<file path="src/rtl/lsu.sv">
// rtl/lsu.sv - load/store unit between execute and dbusif
// One op in flight: alignment check, single bus request, lane extraction, write-back or exception.
module lsu #(
  parameter int unsigned TIMEOUT = 255
) (
  input  logic        clk,
  input  logic        rstn,
  input  logic        ex_vld,
  input  logic        ex_we,
  input  logic [1:0]  ex_size,
  input  logic        ex_unsigned,
  input  logic [31:0] ex_addr,
  input  logic [31:0] ex_wdata,
  input  logic [4:0]  ex_rd,
  output logic        lsu_busy,
  output logic        wb_vld,
  output logic        wb_we,
  output logic [4:0]  wb_rd,
  output logic [31:0] wb_data,
  output logic        exc_vld,
  output logic [3:0]  exc_cause,
  output logic [31:0] exc_tval,
  output logic        acc_req,
  output logic        acc_w_rb,
  output logic [1:0]  acc_size,
  output logic [31:0] acc_addr,
  output logic [31:0] acc_wdata,
  input  logic        data_vld,
  input  logic [31:0] data,
  input  logic        data_has_fault
);

  typedef enum logic [1:0] {IDLE = 2'd0, WAIT = 2'd1, DONE = 2'd2} state_t;

  state_t      state;
  logic        op_unsigned;
  logic [4:0]  op_rd;
  logic [31:0] cnt;

  logic        misaligned;
  logic [31:0] rep_wdata;
  logic [31:0] lane;
  logic [31:0] ld_val;
  logic [31:0] cnt_next;
  logic        timed_out;

  always_comb begin
    misaligned = 1'b0;
    rep_wdata  = ex_wdata;
    ld_val     = 32'd0;
    case (ex_size)
      2'd1:    misaligned = ex_addr[0];
      2'd2:    misaligned = |ex_addr[1:0];
      2'd3:    misaligned = 1'b1;
      default: misaligned = 1'b0;
    endcase
    case (ex_size)
      2'd0:    rep_wdata = {4{ex_wdata[7:0]}};
      2'd1:    rep_wdata = {2{ex_wdata[15:0]}};
      default: rep_wdata = ex_wdata;
    endcase
    // acc_addr/acc_size double as the latched op address and size
    lane = data >> {acc_addr[1:0], 3'b000};
    case (acc_size)
      2'd0:    ld_val = {{24{lane[7] & ~op_unsigned}}, lane[7:0]};
      2'd1:    ld_val = {{16{lane[15] & ~op_unsigned}}, lane[15:0]};
      default: ld_val = lane;
    endcase
    cnt_next  = (&cnt) ? cnt : cnt + 32'd1;
    timed_out = (TIMEOUT != 0) && (cnt_next >= TIMEOUT);
  end

  assign lsu_busy = ((state == IDLE) && ex_vld) || (state == WAIT);

  always_ff @(posedge clk) begin
    if (!rstn) begin
      state       <= IDLE;
      op_unsigned <= 1'b0;
      op_rd       <= 5'd0;
      cnt         <= 32'd0;
      wb_vld      <= 1'b0;
      wb_we       <= 1'b0;
      wb_rd       <= 5'd0;
      wb_data     <= 32'd0;
      exc_vld     <= 1'b0;
      exc_cause   <= 4'd0;
      exc_tval    <= 32'd0;
      acc_req     <= 1'b0;
      acc_w_rb    <= 1'b0;
      acc_size    <= 2'd0;
      acc_addr    <= 32'd0;
      acc_wdata   <= 32'd0;
    end else begin
      acc_req   <= 1'b0;
      wb_vld    <= 1'b0;
      wb_we     <= 1'b0;
      wb_rd     <= 5'd0;
      wb_data   <= 32'd0;
      exc_vld   <= 1'b0;
      exc_cause <= 4'd0;
      exc_tval  <= 32'd0;
      case (state)
        IDLE: begin
          if (ex_vld) begin
            op_unsigned <= ex_unsigned;
            op_rd       <= ex_rd;
            acc_w_rb    <= ex_we;
            acc_size    <= ex_size;
            acc_addr    <= ex_addr;
            acc_wdata   <= rep_wdata;
            if (misaligned) begin
              state     <= DONE;
              exc_vld   <= 1'b1;
              exc_cause <= ex_we ? 4'd6 : 4'd4;
              exc_tval  <= ex_addr;
            end else begin
              state   <= WAIT;
              acc_req <= 1'b1;
              cnt     <= 32'd0;
            end
          end
        end
        WAIT: begin
          // a response in the timeout cycle still completes the op
          if (data_vld) begin
            state <= DONE;
            if (data_has_fault) begin
              exc_vld   <= 1'b1;
              exc_cause <= acc_w_rb ? 4'd7 : 4'd5;
              exc_tval  <= acc_addr;
            end else begin
              wb_vld  <= 1'b1;
              wb_we   <= ~acc_w_rb && (op_rd != 5'd0);
              wb_rd   <= op_rd;
              wb_data <= acc_w_rb ? 32'd0 : ld_val;
            end
          end else if (timed_out) begin
            state     <= DONE;
            exc_vld   <= 1'b1;
            exc_cause <= acc_w_rb ? 4'd7 : 4'd5;
            exc_tval  <= acc_addr;
          end else begin
            cnt <= cnt_next;
          end
        end
        DONE:    state <= IDLE;
        default: state <= IDLE;
      endcase
    end
  end

endmodule

</file>
<file path="config.mk">
export PLATFORM = sky130hd
export DESIGN_NAME = lsu
export DESIGN_NICKNAME = d
export VERILOG_FILES = /design/src/rtl/lsu.sv
export SDC_FILE = /design/constraint.sdc
export NUM_CORES = 1
export LEC_CHECK = 0
export ABC_AREA = 1
export BUFFER_PORTS_ARGS = -buffer_cell sky130_fd_sc_hd__buf_2
export CAP_MARGIN = 20
export CORE_AREA = 2 2 139 141
export CTS_CLUSTER_DIAMETER = 50
export DETAILED_ROUTE_END_ITERATION = 12
export DIE_AREA = 0 0 141 143
export PLACE_DENSITY = 0.83
export SETUP_SLACK_MARGIN = 0.2
export SYNTH_ARGS = -nofsm -noshare
export SYNTH_HDL_FRONTEND = slang
export SYNTH_SLANG_ARGS = --single-unit
</file>
<file path="constraint.sdc">
create_clock -name clk -period 2.4 [get_ports clk]
set_input_delay 0.48 -clock clk [delete_from_list [all_inputs] [get_ports clk]]
set_output_delay 0.48 -clock clk [all_outputs]
set_load 0.05 [all_outputs]
</file>
# Word-level counts from Yosys, hierarchy flattened
# Index checks and enable logic that the tools add are counted.
classes:
  n_addsub: 1
  magnitude_cmp: 1
  eq_ne: 10
  n_shift: 1
  muxes: 36
  bitwise: 7
  reduce_logical: 17
ops:
  columns: ["op", "count"]
  rows:
  - ["32-bit 2-to-1 mux", 10]
  - ["32-bit case mux with 2 select lines", 4]
  - ["32-bit by 1-bit adder with 32-bit output (second input constant)", 1]
  - ["32-bit by 8-bit greater-or-equal comparator with 1-bit output (second input constant)", 1]
  - ["32-bit AND reduction", 1]
  - ["32-bit by 5-bit >> shifter with 32-bit output", 1]
  - ["2-bit 2-to-1 mux", 6]
  - ["3-bit 2-to-1 mux", 4]
  - ["2-bit inequality test (second input constant)", 4]
  - ["4-bit case mux with 2 select lines", 1]
  - ["1-bit 2-to-1 mux", 7]
  - ["2-bit by 1-bit equality test with 1-bit output (second input constant)", 3]
  - ["2-bit zero test", 3]
  - ["3-bit AND reduction", 2]
  - ["1-bit NOT", 5]
  - ["5-bit AND reduction", 1]
  - ["5-bit nonzero test", 1]
  - ["5-bit OR reduction", 1]
  - ["2-bit equality test (second input constant)", 2]
  - ["4-bit 2-to-1 mux", 1]
  - ["2-bit case mux with 2 select lines", 1]
  - ["2-bit AND reduction", 2]
  - ["4-bit OR reduction", 1]
  - ["3-bit inequality test (second input constant)", 1]
  - ["7 further kinds", 9]
word_totals:
  regBits: 184
  in_bits: 110

# Longest topological paths before layout
logic_depth:
  depth_word: 6
  ltp_mapped: 17
  ltp_nobuf: 16

# Worst setup path after synthesis
# Ideal clock, no wire load.
synth_timing:
  kind: "register -> register"
  start: "reg cnt[0]"
  end: "reg cnt[15]"
  setup_time_ps: 135
  arrival_time_ps: 2146
  required_time_ps: 2265
  setup_slack_ps: 119
  path_stages_with_launch: 18
  n_path_buf: 1
  path_cell_list: "dfxtp_1 > ha_1 > inv_2 > nor2_4 > nand2_4 > nor2_8 > nand3_1 > nand2_1 > nand2_1 > nor2_1 > nand2_1 > nor2_1 > nand3_2 > nand2_4 > nand2_4 > buf_6 > nand2_2 > nor2_2"
synth_via:
  elab_chain_cells: 5
  word_cells_on_any_way: 9
synth_lines:
  columns: ["element", "line", "text"]
  rows:
  - ["start, declared", "38", "logic [31:0] cnt;"]
  - ["start signal, assigned", "143", "cnt <= cnt_next;"]
  - ["32-bit by 1-bit adder with 32-bit output or 32-bit AND reduction (tied branches)", "69", "cnt_next = (&cnt) ? cnt : cnt + 32'd1;"]
  - ["32-bit 2-to-1 mux (*)", "69", null]
  - ["32-bit by 8-bit greater-or-equal comparator with 1-bit output or 32-bit 2-to-1 mux (tied branches)", "70, 137", null]
  - ["2-bit inequality test (no line) or 32-bit 2-to-1 mux (tied branches)", null, null]
  - ["5-bit AND reduction (no line) or 32-bit case mux with 2 select lines (tied branches)", null, null]
# Mark *: on every way between the ends. The rest lies on a longest branch, timed or not. The select of a mux whose other input is x is not followed.
# A chain may end at the register's enable or synchronous reset.

# Worst setup path in the final report
layout_timing:
  start: "reg cnt[1]"
  end: "reg cnt[5]"
# The elaborated chain is that of the path after synthesis.

==> flow_metrics.env <==
export IMPL_final_setup_skew_ns=0.0130
export IMPL_cp_top_family="simple AND/OR/NAND/NOR gates"
export IMPL_hp_start="ex_addr[25]"
export IMPL_tns_ns=0
export IMPL_pin_count=255
export IMPL_slew_viol_final=0
export IMPL_wl_per_cell_um=16.7
export IMPL_cts_buffers_inserted=17
export IMPL_vdd_ir_drop_max_mv=0.526
export IMPL_rrSetupSlack_ns=0.09
export IMPL_synth_ff_type="dfxtp_1"
export IMPL_setup_viol=0
export IMPL_fin_util=0.609
export IMPL_instances_no_fill=1702
export IMPL_p_total_mw=7.80
export IMPL_cp_data_required_time_ns=2.73
export IMPL_drc=0
export IMPL_grt_overflow_total=0
export IMPL_clk_pin_slew_ns=0.08
export IMPL_grt_pass1_wl_um=41800
export IMPL_tightest_slew_ns=0.586
export IMPL_post_dp_hpwl_um=19000
export IMPL_initial_core_util=0.443
export IMPL_path_max_fanout=8
export IMPL_track_usage=0.259
export IMPL_tritoncts="built"
export IMPL_ys_ff_latch=182
export IMPL_rsz0062_at_grt="yes"
export IMPL_n_antenna_cell=0
export IMPL_ys_async_sr_fraction=0
export IMPL_ys_types=38
export IMPL_die_y_um=143
export IMPL_area_growth_pct=37.4
export IMPL_cts_sinks=182
export IMPL_nNetsFinal=1566
export IMPL_slew_limit_headroom=0.605
export IMPL_fmax_ghz=0.432
export IMPL_synth_edf_count=0
export IMPL_gp_congestion=0.948
export IMPL_synth_seq_area_share=0.442
export IMPL_crit_path_start="cnt[1]"
export IMPL_rows=50
export IMPL_min_period_ns=2.31
export IMPL_regArea_sq_um=3700
export IMPL_io_buffers=253
export IMPL_die_w_um=141
export IMPL_routed_wirelength_um=28400
export IMPL_p_per_area_nw_per_um2=689
export IMPL_fillers=1559
export IMPL_multiInputGateArea_sq_um=4480
export IMPL_p_leak_nw=5.27
export IMPL_cap_violations=0
export IMPL_crit_buf_inv=3
export IMPL_clk_latency_ns=0.44
export IMPL_via_count=9290
export IMPL_run_status="complete, no violations"
export IMPL_core_region_area_sq_um=18600
export IMPL_clk_path_buf_depth=2
export IMPL_pre_cts_slack_ns=-0.0278
export IMPL_firstDrtPassIters=6
export IMPL_avgSynthCellArea_sq_um=6.98
export IMPL_root_buffer="clkbuf_16"
export IMPL_dpl_cell_area_sq_um=9930
export IMPL_vias_per_cell=5.46
export IMPL_yosys_top_cells_area="dfxtp_1 (44%), nand2_1 (15%), nand3_1 (8.4%), a21oi_1 (7.0%), nor2_1 (4.5%)"
export IMPL_cts_max_level=4
export IMPL_grt_pass1_vias=8308
export IMPL_synth_common_cells="nand2_1 (331), dfxtp_1 (182), nand3_1 (139)"
export IMPL_syn_area_sq_um=8240
export IMPL_worstPathArrival_ns=2.64
export IMPL_layout_worst_path_cycle_share=0.965
export IMPL_synth_fp_nets=1291
export IMPL_critPathKind="flop to flop"
export IMPL_placed_cells=1645
export IMPL_start_kind="flop"
export IMPL_syn_inst=1180
export IMPL_critical_path_slowest_cell="dfxtp_4"
export IMPL_postCtsHoldBufs=0
export IMPL_drive_gt1_frac=0.361
export IMPL_synth_top_area_cell="dfxtp_1"
export IMPL_hold_ws_ns=0.293
export IMPL_final_cell_area_sq_um=11300
export IMPL_hold_path_class="input port to flop"
export IMPL_antenna_found_initial=0
export IMPL_ant_nets=0
export IMPL_synth_most_common_cell="nand2_1"
export IMPL_hold_viol=0
export IMPL_r2r_start="cnt[1]"
export IMPL_yosys_warnings=0
export IMPL_endpoint_kind="flop"
export IMPL_synth_top_area_share=0.442
export IMPL_max_stage_delay_ns=0.39
export IMPL_drtIter0Drc=683
export IMPL_path_cells="ha_4 -> inv_4 -> nor2_4 -> nand2_4 -> nor2_8 -> buf_6 -> nand3_2 -> nand2_1 -> nor2_1 -> nand2_1 -> nor2_4 -> nand3_2 -> nand2_4 -> clkbuf_16 -> a21oi_2 -> nor2_2"
export IMPL_setup_slack_ns=0.0851
export IMPL_grt_max_degree=116
export IMPL_die_area_sq_um=20200
==> tightest hold or removal path: cells and delay by family <==
family	cells	cell delay [ns]
and+or+nand+nor	1	0.06
AOI/OAI and AO/OA	1	0.05
buffers and inverters	1	0.10
==> state kept, by name, summed over array words and instances, names as in the netlist <==
register     count
exc_tval        32
acc_w_rb         1
acc_size         2
acc_wdata       32
wb_we            1
op_unsigned      1
wb_data         32
wb_vld           1
op_rd            5
acc_req          1
state            2
cnt             32
exc_cause        3
acc_addr        32
wb_rd            5
==> where the power goes <==
group          switching (mW)  internal (mW)  total, mW
clock network            1.38           1.50       2.88
logic                    1.17          0.460       1.63
registers               0.112           3.17       3.29
total                    2.67           5.13       7.80
==> timing repair <==
item | CTS | global route
setup endpoints to repair | 69 | 69
setup buffers | 9 | 8
pin swaps | 12 | 26
gates cloned | 4 | 4
resized for setup | 64 | 85
==> area by class of cell <==
cell class | count | share of cell area
multi-input combinational | 858 | 0.396
timing repair buffer | 322 | 0.172
clock buffer | 17 | 0.0376
inverter | 74 | 0.0253
clock inverter | 15 | 0.0160
tap | 234 | 0.0259
sequential | 182 | 0.327
==> path summary, 6_finish.rpt <==
kind / end / cells after the start
min: acc_addr[25] / 3
min reg2reg: wb_rd[2] / 2
max: cnt[5] / 16
max reg2reg: cnt[5] / 16
==> kinds of logic (layout without fill, tap and decap cells) <==
| kind of cell | Yosys count | count (layout) | share of synthesized area |
|---|---|---|---|
| AND/OR/NAND/NOR | 642 | 645 | 0.344 |
| flip-flops | 182 | 182 | 0.442 |
| adder cells (fa/ha/maj) | 1 | 1 | 0.00152 |
| buffers and inverters | 143 | 428 | 0.0714 |
| XOR/XNOR | 9 | 9 | 0.00957 |
| AO/OA/AOI/OAI | 202 | 202 | 0.130 |
| other | 1 | 1 | 0.000455 |
==> placed cells by master (no fill, tap or decap), drive strengths merged <==
master | Yosys | layout
o21ai | 58 | 58
xor2 | 5 | 5
nand4 | 7 | 7
nand3 | 141 | 144
nor2 | 128 | 128
a21o | 1 | 1
clkbuf | 57 | 21
nor3 | 2 | 2
o21bai | 3 | 3
nand3b | 6 | 6
dfxtp | 182 | 182
a311oi | 7 | 7
xnor2 | 4 | 4
nor4 | 1 | 1
ha | 1 | 1
conb | 1 | 1
bufinv | 0 | 1
buf | 12 | 318
a31oi | 16 | 16
inv | 70 | 76
and2 | 1 | 1
clkinvlp | 0 | 1
clkinv | 4 | 11
o211ai | 1 | 1
a21oi | 116 | 116
nand2 | 356 | 356
==> layer usage <==
| metal | vias to the layer above | wire, um | global-route usage | part of all wire |
|---|---|---|---|---|
| met1 | 4245 | 11000 | 0.310 | 0.39 |
| met4 | 0 | 1460 | 0.143 | 0.051 |
| met5 | - | 0 | 0 | 0 |
| li1 | 4399 | - | - | - |
| met3 | 109 | 2600 | 0.0691 | 0.092 |
| met2 | 537 | 13300 | 0.426 | 0.47 |
Note: power is estimated with default switching activity, not from simulation.
